--- src/rtl/serial_adder_pkg.sv ---
//------------------------------------------------------------------------------
// Module   : serial_adder_pkg
// Brief    : Shared types and constants for the bit-serial adder.
// Revision : 1.0 - initial release
//------------------------------------------------------------------------------
`default_nettype none

package serial_adder_pkg;

  // Default operand/result width; legal range is 2..32.
  localparam int WIDTH_DEFAULT = 8;

  // Controller states: waiting, shifting bits through the cell, result ready.
  typedef enum logic [1:0] {
    IDLE = 2'd0,
    RUN  = 2'd1,
    FIN  = 2'd2
  } state_e;

endpackage : serial_adder_pkg

`default_nettype wire

--- src/rtl/full_adder_cell.sv ---
//------------------------------------------------------------------------------
// Module   : full_adder_cell
// Brief    : Combinational 1-bit full adder used as the serial arithmetic core.
// Revision : 1.0 - initial release
//------------------------------------------------------------------------------
`default_nettype none

module full_adder_cell (
  input  logic a_i,
  input  logic b_i,
  input  logic cin_i,
  output logic s_o,
  output logic cout_o
);

  // Sum and majority-carry of the three input bits.
  always_comb begin
    s_o    = a_i ^ b_i ^ cin_i;
    cout_o = (a_i & b_i) | (a_i & cin_i) | (b_i & cin_i);
  end

endmodule : full_adder_cell

`default_nettype wire

--- src/rtl/serial_adder.sv ---
//------------------------------------------------------------------------------
// Module   : serial_adder
// Brief    : Bit-serial adder/subtractor, LSB first, one bit per clock through
//            a single full-adder cell and a 1-bit carry register.
// Revision : 1.0 - initial release
//------------------------------------------------------------------------------
`default_nettype none

module serial_adder
  import serial_adder_pkg::*;
#(
  parameter int WIDTH = WIDTH_DEFAULT
) (
  input  logic             clk_i,
  input  logic             n_reset_i,
  input  logic             start_i,
  input  logic [WIDTH-1:0] a_i,
  input  logic [WIDTH-1:0] b_i,
  input  logic             cin_i,
  input  logic             sub_i,
  output logic             busy_o,
  output logic             done_o,
  output logic [WIDTH-1:0] sum_o,
  output logic             cout_o,
  output logic             ovf_o
);

  localparam int CNT_W = $clog2(WIDTH) + 1;

  state_e             state_q, state_d;
  logic [CNT_W-1:0]   cnt_q, cnt_d;
  logic [WIDTH-1:0]   a_q, a_d;
  logic [WIDTH-1:0]   b_q, b_d;
  logic               carry_q, carry_d;
  logic [WIDTH-1:0]   sum_q, sum_d;
  logic               cout_q, cout_d;
  logic               ovf_q, ovf_d;

  logic               fa_s;
  logic               fa_c;
  logic               start_ok;
  logic               last_bit;

  // START is only honoured when no operation is in flight.
  assign start_ok = start_i && (state_q != RUN);
  assign last_bit = (state_q == RUN) && (cnt_q == CNT_W'(WIDTH - 1));

  full_adder_cell u_fa (
    .a_i    (a_q[0]),
    .b_i    (b_q[0]),
    .cin_i  (carry_q),
    .s_o    (fa_s),
    .cout_o (fa_c)
  );

  // State register; reset wins over any START sampled on the same edge.
  always_ff @(posedge clk_i) begin
    if (!n_reset_i) begin
      state_q <= IDLE;
    end else begin
      state_q <= state_d;
    end
  end

  // Next-state logic for the IDLE -> RUN -> FIN sequence.
  always_comb begin
    state_d = state_q;
    unique case (state_q)
      IDLE:    if (start_i) state_d = RUN;
      RUN:     if (last_bit) state_d = FIN;
      FIN:     state_d = start_i ? RUN : IDLE;
      default: state_d = IDLE;
    endcase
  end

  // Status outputs decoded from the current state.
  always_comb begin
    busy_o = (state_q == RUN);
    done_o = (state_q == FIN);
  end

  // Datapath next values: load on accept, shift one bit per RUN cycle.
  // The A register doubles as the partial-sum accumulator: each sum bit
  // enters at the MSB, so after WIDTH shifts it holds the full result.
  always_comb begin
    cnt_d   = cnt_q;
    a_d     = a_q;
    b_d     = b_q;
    carry_d = carry_q;
    sum_d   = sum_q;
    cout_d  = cout_q;
    ovf_d   = ovf_q;
    if (start_ok) begin
      cnt_d   = '0;
      a_d     = a_i;
      b_d     = sub_i ? ~b_i : b_i;
      carry_d = sub_i ? 1'b1 : cin_i;
    end else if (state_q == RUN) begin
      cnt_d   = cnt_q + CNT_W'(1);
      a_d     = {fa_s, a_q[WIDTH-1:1]};
      b_d     = {1'b0, b_q[WIDTH-1:1]};
      carry_d = fa_c;
      if (last_bit) begin
        cnt_d  = '0;
        sum_d  = {fa_s, a_q[WIDTH-1:1]};
        cout_d = fa_c;
        // carry_q here is the carry into the MSB.
        ovf_d  = carry_q ^ fa_c;
      end
    end
  end

  // Datapath registers and held result outputs.
  always_ff @(posedge clk_i) begin
    if (!n_reset_i) begin
      cnt_q   <= '0;
      a_q     <= '0;
      b_q     <= '0;
      carry_q <= 1'b0;
      sum_q   <= '0;
      cout_q  <= 1'b0;
      ovf_q   <= 1'b0;
    end else begin
      cnt_q   <= cnt_d;
      a_q     <= a_d;
      b_q     <= b_d;
      carry_q <= carry_d;
      sum_q   <= sum_d;
      cout_q  <= cout_d;
      ovf_q   <= ovf_d;
    end
  end

  assign sum_o  = sum_q;
  assign cout_o = cout_q;
  assign ovf_o  = ovf_q;

endmodule : serial_adder

`default_nettype wire
--- config.mk ---
export PLATFORM = sky130hd
export DESIGN_NAME = serial_adder
export DESIGN_NICKNAME = d
export VERILOG_FILES = /design/src/rtl/serial_adder_pkg.sv /design/src/rtl/full_adder_cell.sv /design/src/rtl/serial_adder.sv
export SDC_FILE = /design/constraint.sdc
export NUM_CORES = 1
export LEC_CHECK = 0
export ABC_AREA = 1
export CAP_MARGIN = 20
export CORE_ASPECT_RATIO = 1.25
export CORE_MARGIN = 1
export CORE_UTILIZATION = 45
export CTS_BUF_LIST = sky130_fd_sc_hd__clkbuf_8
export DETAILED_ROUTE_END_ITERATION = 7
export PLACE_DENSITY_LB_ADDON = 0.08
export SLEW_MARGIN = 15
export SYNTH_ARGS = -nofsm -noshare
export SYNTH_HDL_FRONTEND = slang
export SYNTH_SLANG_ARGS = --single-unit
--- constraint.sdc ---
create_clock -name clk_i -period 1.7 [get_ports clk_i]
set_clock_uncertainty 0.15 [all_clocks]
set_input_delay 0.255 -clock clk_i [delete_from_list [all_inputs] [get_ports clk_i]]
set_output_delay 0.255 -clock clk_i [all_outputs]
set_load 0.005 [all_outputs]
==> flow_summary.ini <==
[place]
dp.cells = 311
portBuffers = 32
gp_congestion = 0.8056
hpwlAfterDp_mm = 2.338
place_ws_ns = 0.1455
placed_area_um2 = 2029

[routing]
wl_met2_mm = 1.547
ant_nets = 0
routed_wl_mm = 3.142
vias_per_cell = 4.818
wl_met1_mm = 1.439
dr.max_layer_used = met4
wl_per_cell_um = 9.881
dr.pass1.iters = 4
drcViolationCount = 0
dr.first_iter.drc_count = 66
wl_met3_um = 115
vias = 1532

[worst_hold_path]
hold_class = reg -> reg
worstHoldPathCells = 2

[yosys]
avgSynthCellArea_um2 = 6.726
synth_seq_cells = 33
muxShareOfSynthArea_pct = 0
synth_fp_nets = 265
synthAdderAreaFrac_pct = 1.998
yosys.area.top_type = dfxtp_1
synthXorXnorAreaFrac_pct = 2.690
syn_inst = 242
netlist_area_um2 = 1628
synth_top_family_by_area = simple AND/OR/NAND/NOR gates
synth-seq-area-share_pct = 40.58
synth-simple-area-share_pct = 37.59
yosysWarnings = 0
yosys-top-cells-area = dfxtp_1 (41%), nand3_1 (14%), nand2_1 (14%), inv_1 (7.4%), nor2_1 (6.7%)
synth.distinct_cells = 21
synth_top_cell_area_share_pct = 40.58
synth_compound_area_share_pct = 4.612

[clock_tree]
htree_num_levels = 2
cts_made_buffers = 5
cts_sinks = 33
cts_buffer_depth = 2
cts_tree = yes
clkSlewWorstSetupHoldPaths_ns = 0.06
root_buffer = clkbuf_8
clk_latency_ns = 0.28
cts_setup_buffers = 0

[sta]
period_share_pct = 88.91
maxSlewHeadroom_pct = 80.00
worst_pin_slew_ns = 0.2989
setup_viol = 0
drv_slew = 0
worst_slack_ns = 0.1885
fmax_mhz = 661.6
rsz0062_at_grt = false
tns_ns = 0
period_needed_ns = 1.511
fin_hold_ws_ns = 0.3183
hold_viol = 0

[global_route]
overflow = 0
grt_max_degree = 20
grt_pass1_vias = 1322
grt_usage_pct = 18.10
grt_pass1_wl_mm = 5.623
antenna_found_initial = 0

[pwr]
ir_drop_mv = 0.7509
p_per_area_nw_per_um2 = 785.6
leakagePower_nw = 1.009
p_total_mw = 1.665

[finish]
mostFrequentLayoutCells = nand2_1 (59), nand3_1 (47), inv_1 (33)
final_util_pct = 60.85
drive_gt1_share_pct = 8.602
mostFrequentLayoutCell = nand2_1
final_area_um2 = 2120
fin_nets = 302
layout.cells.non_filler = 318
antenna_cells = 0
areaGrowthSynthToFinish_pct = 30.21

[critical_path]
critPathBufInv = 1
slowest_stage = clkdlybuf4s50_1
cp.arrival_ns = 1.11
required_ns = 1.29
crit_path_max_fanout = 2
rrSetupSlack_ns = 0.27
worst_setup_path_start_kind = flip-flop
crit_path_end_kind = output pin
critPathTopFamily = buffers and inverters
cp_slowest_stage_delay_ns = 0.50
critPathKind = reg -> out
crit_cells = 1
cp_cell_sequence = clkdlybuf4s50_1
r2r_cells = 4

[floorplan]
num_rows = 24
core_um2 = 3483
io_pins = 33
chipWidth_um = 55.80
die_y_um = 69.25
initial_core_util_pct = 46.73
dieArea_um2 = 3864

[flow_run]
maxCapViolations = 0

[status]
status = complete, no violations
cell type report:
type                       instances  area, um2
fill                             343       1364
inverter                          35      131.4
tap                               39      48.80
multi-input combinational        163      763.2
timing repair buffer              41      426.7
clock inverter                     1      3.754
clock buffer                       6      82.58
sequential                        33      663.1
cell usage after synthesis:
cell type and n:
xor2_1 2, buf_6 2, inv_1 32, nor2_2 1, ha_1 1, a21oi_1 4
o21ai_0 2, nand2_1 59, fa_1 1, dfxtp_1 33, buf_4 2, nor2_1 29
xnor2_1 3, inv_2 1, nand3_1 47, buf_2 7, nand3_2 1, clkinv_1 2
nand2_2 3, o21ai_1 9, nor2_4 1
power by group:
group,internal (mW),switching (mW)
logic,0.129,0.133
clock network,0.315,0.258
registers,0.807,0.0230
state kept, by name, summed over array words and instances, names as in the netlist:
| register | cells |
|---|---|
| cnt_q | 4 |
| state_q | 2 |
| carry_q | 1 |
| a_q | 8 |
| ovf_o | 1 |
| cout_o | 1 |
| sum_o | 8 |
| b_q | 8 |
final timing paths:
check,start,end
worst min-delay path,a_q[7],sum_o[6]
worst max-delay path,sum_o[1],sum_o[1]
worst max register to register,carry_q,ovf_o
worst min register to register,a_q[7],sum_o[6]
metal layers:
layer,GRT usage [%],vias to the layer above
li1,-,823
met1,22.02,675
met2,30.66,30
met3,5.037,4
met4,5.833,0
met5,0,-
kinds of logic after synthesis:
logic type | after synthesis
AOI/OAI and AO/OA | 15
xor gates and xnor gates | 5
buffers and inverters | 46
and+or+nand+nor | 141
adders and majority gates | 2
DFF | 33
what timing repair did:
action	4_1_cts	5_1_grt
endpoints found under the setup margin	2	1
hold buffers	0	0
gates cloned	0	0
resized for setup	3	1
Note: power is estimated with default switching activity, not from simulation.
